`config.mk`:
```
export PLATFORM = sky130hd
export DESIGN_NAME = uart_tx_param
export DESIGN_NICKNAME = d
export VERILOG_FILES = /design/src/rtl/uart_tx_param.sv
export SDC_FILE = /design/constraint.sdc
export NUM_CORES = 1
export LEC_CHECK = 0
export CORE_AREA = 4 4 57 54
export CTS_BUF_LIST = sky130_fd_sc_hd__clkbuf_4 sky130_fd_sc_hd__clkbuf_8 sky130_fd_sc_hd__clkbuf_16
export CTS_CLUSTER_SIZE = 10
export DETAILED_ROUTE_END_ITERATION = 12
export DIE_AREA = 0 0 61 58
export PLACE_DENSITY_LB_ADDON = 0.08
export SYNTH_ARGS = -nofsm -noshare
export SYNTH_HDL_FRONTEND = slang
export SYNTH_SLANG_ARGS = --single-unit
export TNS_END_PERCENT = 10
```
`constraint.sdc`:
```
create_clock -name clk -period 2.4 [get_ports clk]
set_input_delay 0.6 -clock clk [delete_from_list [all_inputs] [get_ports clk]]
set_output_delay 0.6 -clock clk [all_outputs]
set_load 0.01 [all_outputs]
```
`src/rtl/uart_tx_param.sv`:
```
// Parametrised asynchronous serial transmitter.
// Accepts a character over a 4-phase Req/Ack handshake and sends it LSB-first as
// start bit, DATA_W data bits, optional parity bit and STOP_BITS stop bits.
// All outputs are registered; they are decoded from the next state so that the
// line changes on the same edge that the state does.
module uart_tx_param #(
  parameter int unsigned DATA_W       = 8,   // 5..9
  parameter int unsigned CLKS_PER_BIT = 16,  // >= 2
  parameter int unsigned PARITY       = 0,   // 0 none, 1 even, 2 odd
  parameter int unsigned STOP_BITS    = 1    // 1 or 2
) (
  input  logic              clk,
  input  logic              clr,
  input  logic              Req,
  input  logic [DATA_W-1:0] char,
  output logic              RxD,
  output logic              Ack,
  output logic              Busy
);

  localparam int unsigned CntW = $clog2(CLKS_PER_BIT);
  localparam int unsigned BitW = $clog2(DATA_W);

  localparam logic [CntW-1:0] CntMax   = CntW'(CLKS_PER_BIT - 1);
  localparam logic [BitW-1:0] LastData = BitW'(DATA_W - 1);
  localparam logic [BitW-1:0] LastStop = BitW'(STOP_BITS - 1);
  localparam logic            OddPar   = (PARITY == 2);
  localparam logic            HasPar   = (PARITY != 0);

  typedef enum logic [2:0] {
    StIdle,
    StStart,
    StData,
    StParity,
    StStop,
    StAck
  } state_e;

  state_e            r_state, w_state;
  logic [CntW-1:0]   r_baud, w_baud;
  logic [BitW-1:0]   r_bit, w_bit;
  logic [DATA_W-1:0] r_shift, w_shift;
  logic              r_par, w_par;
  logic              r_rxd, w_rxd;
  logic              r_ack, w_ack;
  logic              r_busy, w_busy;
  logic              w_tick;

  assign w_tick = (r_baud == CntMax);

  // Next-state logic: baud timing, bit counting, shifting and handshake.
  always_comb begin
    w_state = r_state;
    w_baud  = r_baud;
    w_bit   = r_bit;
    w_shift = r_shift;
    w_par   = r_par;

    unique case (r_state)
      StIdle: begin
        if (Req) begin
          w_state = StStart;
          w_shift = char;
          w_par   = (^char) ^ OddPar;
          w_baud  = '0;
          w_bit   = '0;
        end
      end
      StStart: begin
        w_baud = w_tick ? '0 : r_baud + 1'b1;
        if (w_tick) begin
          w_state = StData;
        end
      end
      StData: begin
        w_baud = w_tick ? '0 : r_baud + 1'b1;
        if (w_tick) begin
          w_shift = r_shift >> 1;
          if (r_bit == LastData) begin
            w_bit   = '0;
            w_state = HasPar ? StParity : StStop;
          end else begin
            w_bit = r_bit + 1'b1;
          end
        end
      end
      StParity: begin
        w_baud = w_tick ? '0 : r_baud + 1'b1;
        if (w_tick) begin
          w_state = StStop;
        end
      end
      StStop: begin
        w_baud = w_tick ? '0 : r_baud + 1'b1;
        if (w_tick) begin
          if (r_bit == LastStop) begin
            w_bit   = '0;
            w_state = StAck;
          end else begin
            w_bit = r_bit + 1'b1;
          end
        end
      end
      StAck: begin
        // Strict 4-phase: only a sampled Req=0 releases the acknowledge.
        if (!Req) begin
          w_state = StIdle;
        end
      end
      default: begin
        w_state = StIdle;
        w_baud  = '0;
        w_bit   = '0;
      end
    endcase
  end

  // Output decode from the next state, so the registered outputs track the state.
  always_comb begin
    w_rxd  = 1'b1;
    w_ack  = 1'b0;
    w_busy = 1'b0;
    unique case (w_state)
      StStart: begin
        w_rxd  = 1'b0;
        w_busy = 1'b1;
      end
      StData: begin
        w_rxd  = w_shift[0];
        w_busy = 1'b1;
      end
      StParity: begin
        w_rxd  = w_par;
        w_busy = 1'b1;
      end
      StStop: begin
        w_busy = 1'b1;
      end
      StAck: begin
        w_ack = 1'b1;
      end
      default: begin
        w_rxd = 1'b1;
      end
    endcase
  end

  // State and output registers; reset forces the line high immediately.
  always_ff @(posedge clk or posedge clr) begin
    if (clr) begin
      r_state <= StIdle;
      r_baud  <= '0;
      r_bit   <= '0;
      r_shift <= '0;
      r_par   <= 1'b0;
      r_rxd   <= 1'b1;
      r_ack   <= 1'b0;
      r_busy  <= 1'b0;
    end else begin
      r_state <= w_state;
      r_baud  <= w_baud;
      r_bit   <= w_bit;
      r_shift <= w_shift;
      r_par   <= w_par;
      r_rxd   <= w_rxd;
      r_ack   <= w_ack;
      r_busy  <= w_busy;
    end
  end

  assign RxD  = r_rxd;
  assign Ack  = r_ack;
  assign Busy = r_busy;

endmodule

```
Word level (Yosys, flattened, before mapping):

Index checks and enable logic that the tools add are counted.

* bits in registers: 22
* input port bits: 11
* output and inout bits: 3
* word-level logic and storage cells: 64

* equality and inequality tests: 15
* $add $sub $neg: 2
* mux-type cells: 26
* reduce and logical (&&, ||, !) cells: 10
* bitwise gates (word level): 2

Operator list (number)
* 3-bit two-way mux: 13
* 3-bit case mux with 6 select lines: 1
* 8-bit two-way mux: 2
* 8-bit case mux with 2 select lines: 1
* 3-bit == test, second input constant: 5
* 3-bit by 2-bit == test with 1-bit output, second input constant: 4
* 3-bit case mux with 4 select lines: 1
* 4-bit case mux with 3 select lines: 1
* 4-bit two-way mux: 2
* 4-bit OR reduction: 2
* 8-bit parity: 1
* 3-bit by 1-bit == test with 1-bit output, second input constant: 2
* 3-bit zero test: 2
* 2-bit inequality test, second input constant: 3
* 4-bit by 1-bit adder with 4-bit output, second input constant: 1
* 4-bit == test, second input constant: 1
* 1-bit two-way mux: 4
* 4-bit AND reduction: 1
* 3-bit by 1-bit adder with 3-bit output, second input constant: 1
* 1-bit case mux with 3 select lines: 1
* 3-bit AND reduction: 1
* 3-bit OR reduction: 1
* 1-bit NOT: 2
* 2-bit AND reduction: 1
* 2-bit nonzero test: 1

Logic depth before layout (Yosys ltp):

* depth after elaboration: 7
* gate-level depth with buffers: 7
* gate-level depth less buffers: 7

Least setup slack after synthesis:

Ideal clock, no wire load.

* path kind: reg2reg
* start: reg r_baud[0]
* end: reg r_rxd (netlist: RxD)
* period minus slack after synthesis: 1900 ps
* required time: 2306 ps
* data arrival time: 1805 ps
* setup time: 94 ps
* cell stages (with the launch flop): 7
* slack: 500 ps
* buffers on the path: 0
* cells stage by stage: dfrtp_1 -> ha_1 -> nand3_4 -> a2111o_1 -> a221o_1 -> o21ai_1 -> o311ai_1

* elaborated cells on any way between the ends: 12
* those cells by class: 4 x eq/ne; 8 x mux

RTL lines
* start: declaration: line 40 `logic [CntW-1:0] r_baud, w_baud;`
* start signal: assignment: line 161 `r_baud <= w_baud;`
* 4-bit == test: line 49 `assign w_tick = (r_baud == CntMax);`
* 8-bit two-way mux: line 77 `if (w_tick) begin`
* 8-bit case mux with 2 select lines: line 59 `unique case (r_state)`
* net w_shift[0]: line 42 `logic [DATA_W-1:0] r_shift, w_shift;`
* 1-bit case mux with 3 select lines: line 123 `unique case (w_state)`
* net w_rxd: line 44 `logic r_rxd, w_rxd;`
* end signal: assignment: line 165 `r_rxd <= w_rxd;`
* end: declaration: line 44

The timed path passes the listed nets, and every way through them passes these cells. The select of a mux whose other input is x is not followed.
A chain may end at the register's enable or synchronous reset.

Worst setup path in the final report:

* start: in Req
* end: reg r_rxd (netlist: RxD)

* elaborated cells on any way between the ends: 11
* those cells by class: 3 x eq/ne; 8 x mux

RTL lines
* start: declaration: line 14 `input logic Req,`
* 8-bit two-way mux: line 61 `if (Req) begin`
* 8-bit case mux with 2 select lines: line 59
* net w_shift[0]: line 42
* 1-bit case mux with 3 select lines: line 123
* net w_rxd: line 44

The timed path passes the listed nets, and every way through them passes these cells. The select of a mux whose other input is x is not followed.

==> results.md <==
- Cells after synthesis: 130
- Fill cells: 216
- Hold Vio Cnt, Final: 0
- Final Instance Count excl. Fillers: 174
- PD cells: 1022 mW/mm²
- Initial core utilization: 0.5351
- R2r setup slk: 440 ps
- Mapped cell area: 0.001297 mm²
- Dpl cells: 170
- Vias in the first global route: 966
- Hold depth: 2
- Critical path fanouts, max: 10
- Detail Placement HPWL: 1872 µm
- Status: completed
- CTS tree: built
- Diode count: 0
- Core area: 0.002425 mm²
- Die Span X: 61 µm
- Worst R2R Start: r_baud[0]$_DFFE_PP0P_
- Hold Path Class: reg2reg
- Total gr overflow: 0
- Worst VDD drop: 0.7829 mV
- CP endpoint kind: register
- Unrepaired setup endpoints after global routing: false
- Critical R2R Capture: RxD$_DFF_PP1_
- Die H: 58 µm
- Minimum clock period: 2025 ps
- Fmax: 0.4939 GHz
- Final core utilization: 0.6151
- Setup repair bufs after CTS: 0
- Cell variety after synth: 46
- Fraction of registers with async set/reset: 1.000
- IO buf count: 13
- WHS Endpoint: r_shift[6]$_DFFE_PP0P_
- Global-route wire length before repair: 4374 µm
- Yosys warns: 0
- Num CTS Buffers: 3
- Detailed Routing Iterations Pass 1: 4
- Flop pwr share: 0.455
- Seq cells post-synth: 22
- DP Worst Slack: 53.67 ps
- Clock skew: 3.016 ps
- Total Neg Setup Slack: 0 ps
- Routed vias: 996
- Max-cap violations: 0
- Critical path class: in2reg
- Nets: 162
- GRT Resource Usage Total: 0.1614
- R2r worst-path depth: 6
- Final period util: 0.8437
- Initial drt markers: 59
- Min-Delay Startpoint: r_shift[7]$_DFFE_PP0P_
- Die area: 0.003538 mm²
- Clock share of power: 0.135
- Largest net degree at the start of global routing: 24
- Final WL: 2519 µm
- Worst Path Required: 2620 ps
- Critical Path Source Type: input port
- Mapped Avg Cell Area: 9.981 µm²
- Row count: 17
- Worst Tran Pin Value: 633.7 ps
- Top_reg_cell synth: dfrtp_1
- P_leak: 0.6655 nW
- Max_slew headroom: 0.5775
- Via-per-instance ratio: 5.724
- Antenna violations before repair: 0
- Top Ports: 14
- Mapped Nets: 145
- Area Overhead vs Synth: 14.95%
- Hold_ws: 508.5 ps
- Final worst slack: 375.1 ps
- Wire length per cell: 14.48 µm
- Max clock buf depth: 2
- Clock Root Buffer: clkbuf_4
- Net switching power: 0.5810 mW
- Post-CTS Hold Buffers: 0
- Sw Share: 0.3811
- Pint: 0.9436 mW
- RePlAce Congestion: 0.7934
- Clock sink count: 22
- Final setup viols: 0
- Share of cells above drive strength 1: 0.1370
- Comb power frac: 0.410
- Post-CTS Resized: 0
- Detail Route Antenna Nets: 0
- H-tree depth: 1
- Post-route DRC: 0
- Seq/Total Area, Yosys: 0.4253
- Clk pin slew, worst setup/hold paths: 120 ps
- Post-synth EDFFs: 0
- Clock Latency Late Sink: 310 ps
- Critical Path AT: 2250 ps
- Max Slew Vio Count: 0
[state kept, by name, summed over array words and instances (netlist names)]
| register | count |
|---|---|
| r_state | 3 |
| Busy | 1 |
| r_par | 1 |
| r_shift | 8 |
| RxD | 1 |
| Ack | 1 |
| r_baud | 4 |
| r_bit | 3 |
[critical path: stages]
cell and delay (ps):
clkdlybuf4s50_1 560, nor4b_1 430, buf_4 250, and2_1 130, a221o_1 120, o21ai_1 60
o311ai_1 100
[metrics by stage]
stage / area (µm²) / total power, mW
finish: 1491 / 1.525
global route: 1491 / 1.664
CTS: 1491 / 1.539
detailed placement: 1455 / 1.330
global placement: 1455 / 1.306
floorplan: 1297 / 1.185
[synth_stat cells, drive strengths merged, types with 2 or more instances]
library cell,number,area (µm²)
a21oi,11,55.05
a222oi,6,60.06
a22o,2,18.77
buf,3,23.77
clkbuf,3,21.27
dfrtp,21,525.5
ha,4,50.05
inv,13,48.80
mux2,2,22.52
nand2,6,22.52
nand2b,4,25.02
nand3,2,22.52
nor2,7,26.28
nor2b,3,18.77
nor3,4,20.02
nor4b,3,32.53
o21ai,6,30.02
or3,2,13.77
xnor2,9,78.83
[power by group through the flow]
stage,clock network [mW],registers (mW),logic (mW)
floorplan,0,0.620,0.565
global placement,0,0.696,0.610
detailed placement,0,0.699,0.631
CTS,0.216,0.691,0.632
global route,0.228,0.718,0.717
finish,0.206,0.694,0.625
[cells in the final DEF (no fill, tap or decap), types with 2 or more instances in the layout]
| cell | n |
|---|---|
| xnor2_1 | 9 |
| buf_4 | 5 |
| nor3_1 | 4 |
| o21ai_0 | 5 |
| nand2b_1 | 4 |
| clkbuf_4 | 3 |
| nor4b_1 | 2 |
| nor2_1 | 7 |
| nand2_1 | 6 |
| mux2_2 | 2 |
| dfrtp_1 | 21 |
| ha_1 | 4 |
| a21oi_1 | 11 |
| a222oi_1 | 6 |
| inv_1 | 13 |
| nor2b_1 | 3 |
| clkdlybuf4s50_1 | 13 |
[logic make-up (layout without fill, tap and decap cells)]
kind of cell,Yosys count,in the layout,share of synthesized area
buf+inv,19,35,0.07232
flops,22,22,0.4253
compound gates,37,37,0.2083
fa+ha+maj,4,4,0.03857
xor+xnor,10,10,0.06751
simple gates,35,35,0.1630
mux,3,3,0.02507
[worst max-delay path by stage]
stage               cells after the start  slack, ps             to                  start
detailed placement                      6         50  RxD$_DFF_PP1_                    Req
finish                                  7        380  RxD$_DFF_PP1_                    Req
floorplan                               6        500  RxD$_DFF_PP1_  r_baud[0]$_DFFE_PP0P_
global route                            7        140  RxD$_DFF_PP1_                    Req
CTS                                     7        390  RxD$_DFF_PP1_                    Req
global placement                        6        100  RxD$_DFF_PP1_                    Req
[layout make-up]
class	count	area, µm²	area share
Timing Repair Buffer	18	167.7	0.1124
Inverter	13	48.80	0.03272
Tap cell	28	35.03	0.02349
Clock buffer	4	36.28	0.02433
Multi-Input combinational cell	89	651.9	0.4371
Sequential cell	22	551.8	0.3700
[metal layers]
layer | global-route usage | up-vias | routed length, µm
li1 | - | 505 | -
met1 | 0.2299 | 463 | 1196
met2 | 0.2489 | 23 | 1158
met3 | 0.04232 | 5 | 143
met4 | 0.02786 | 0 | 20
met5 | 0 | - | 0
(Power assumes the default switching activity.)
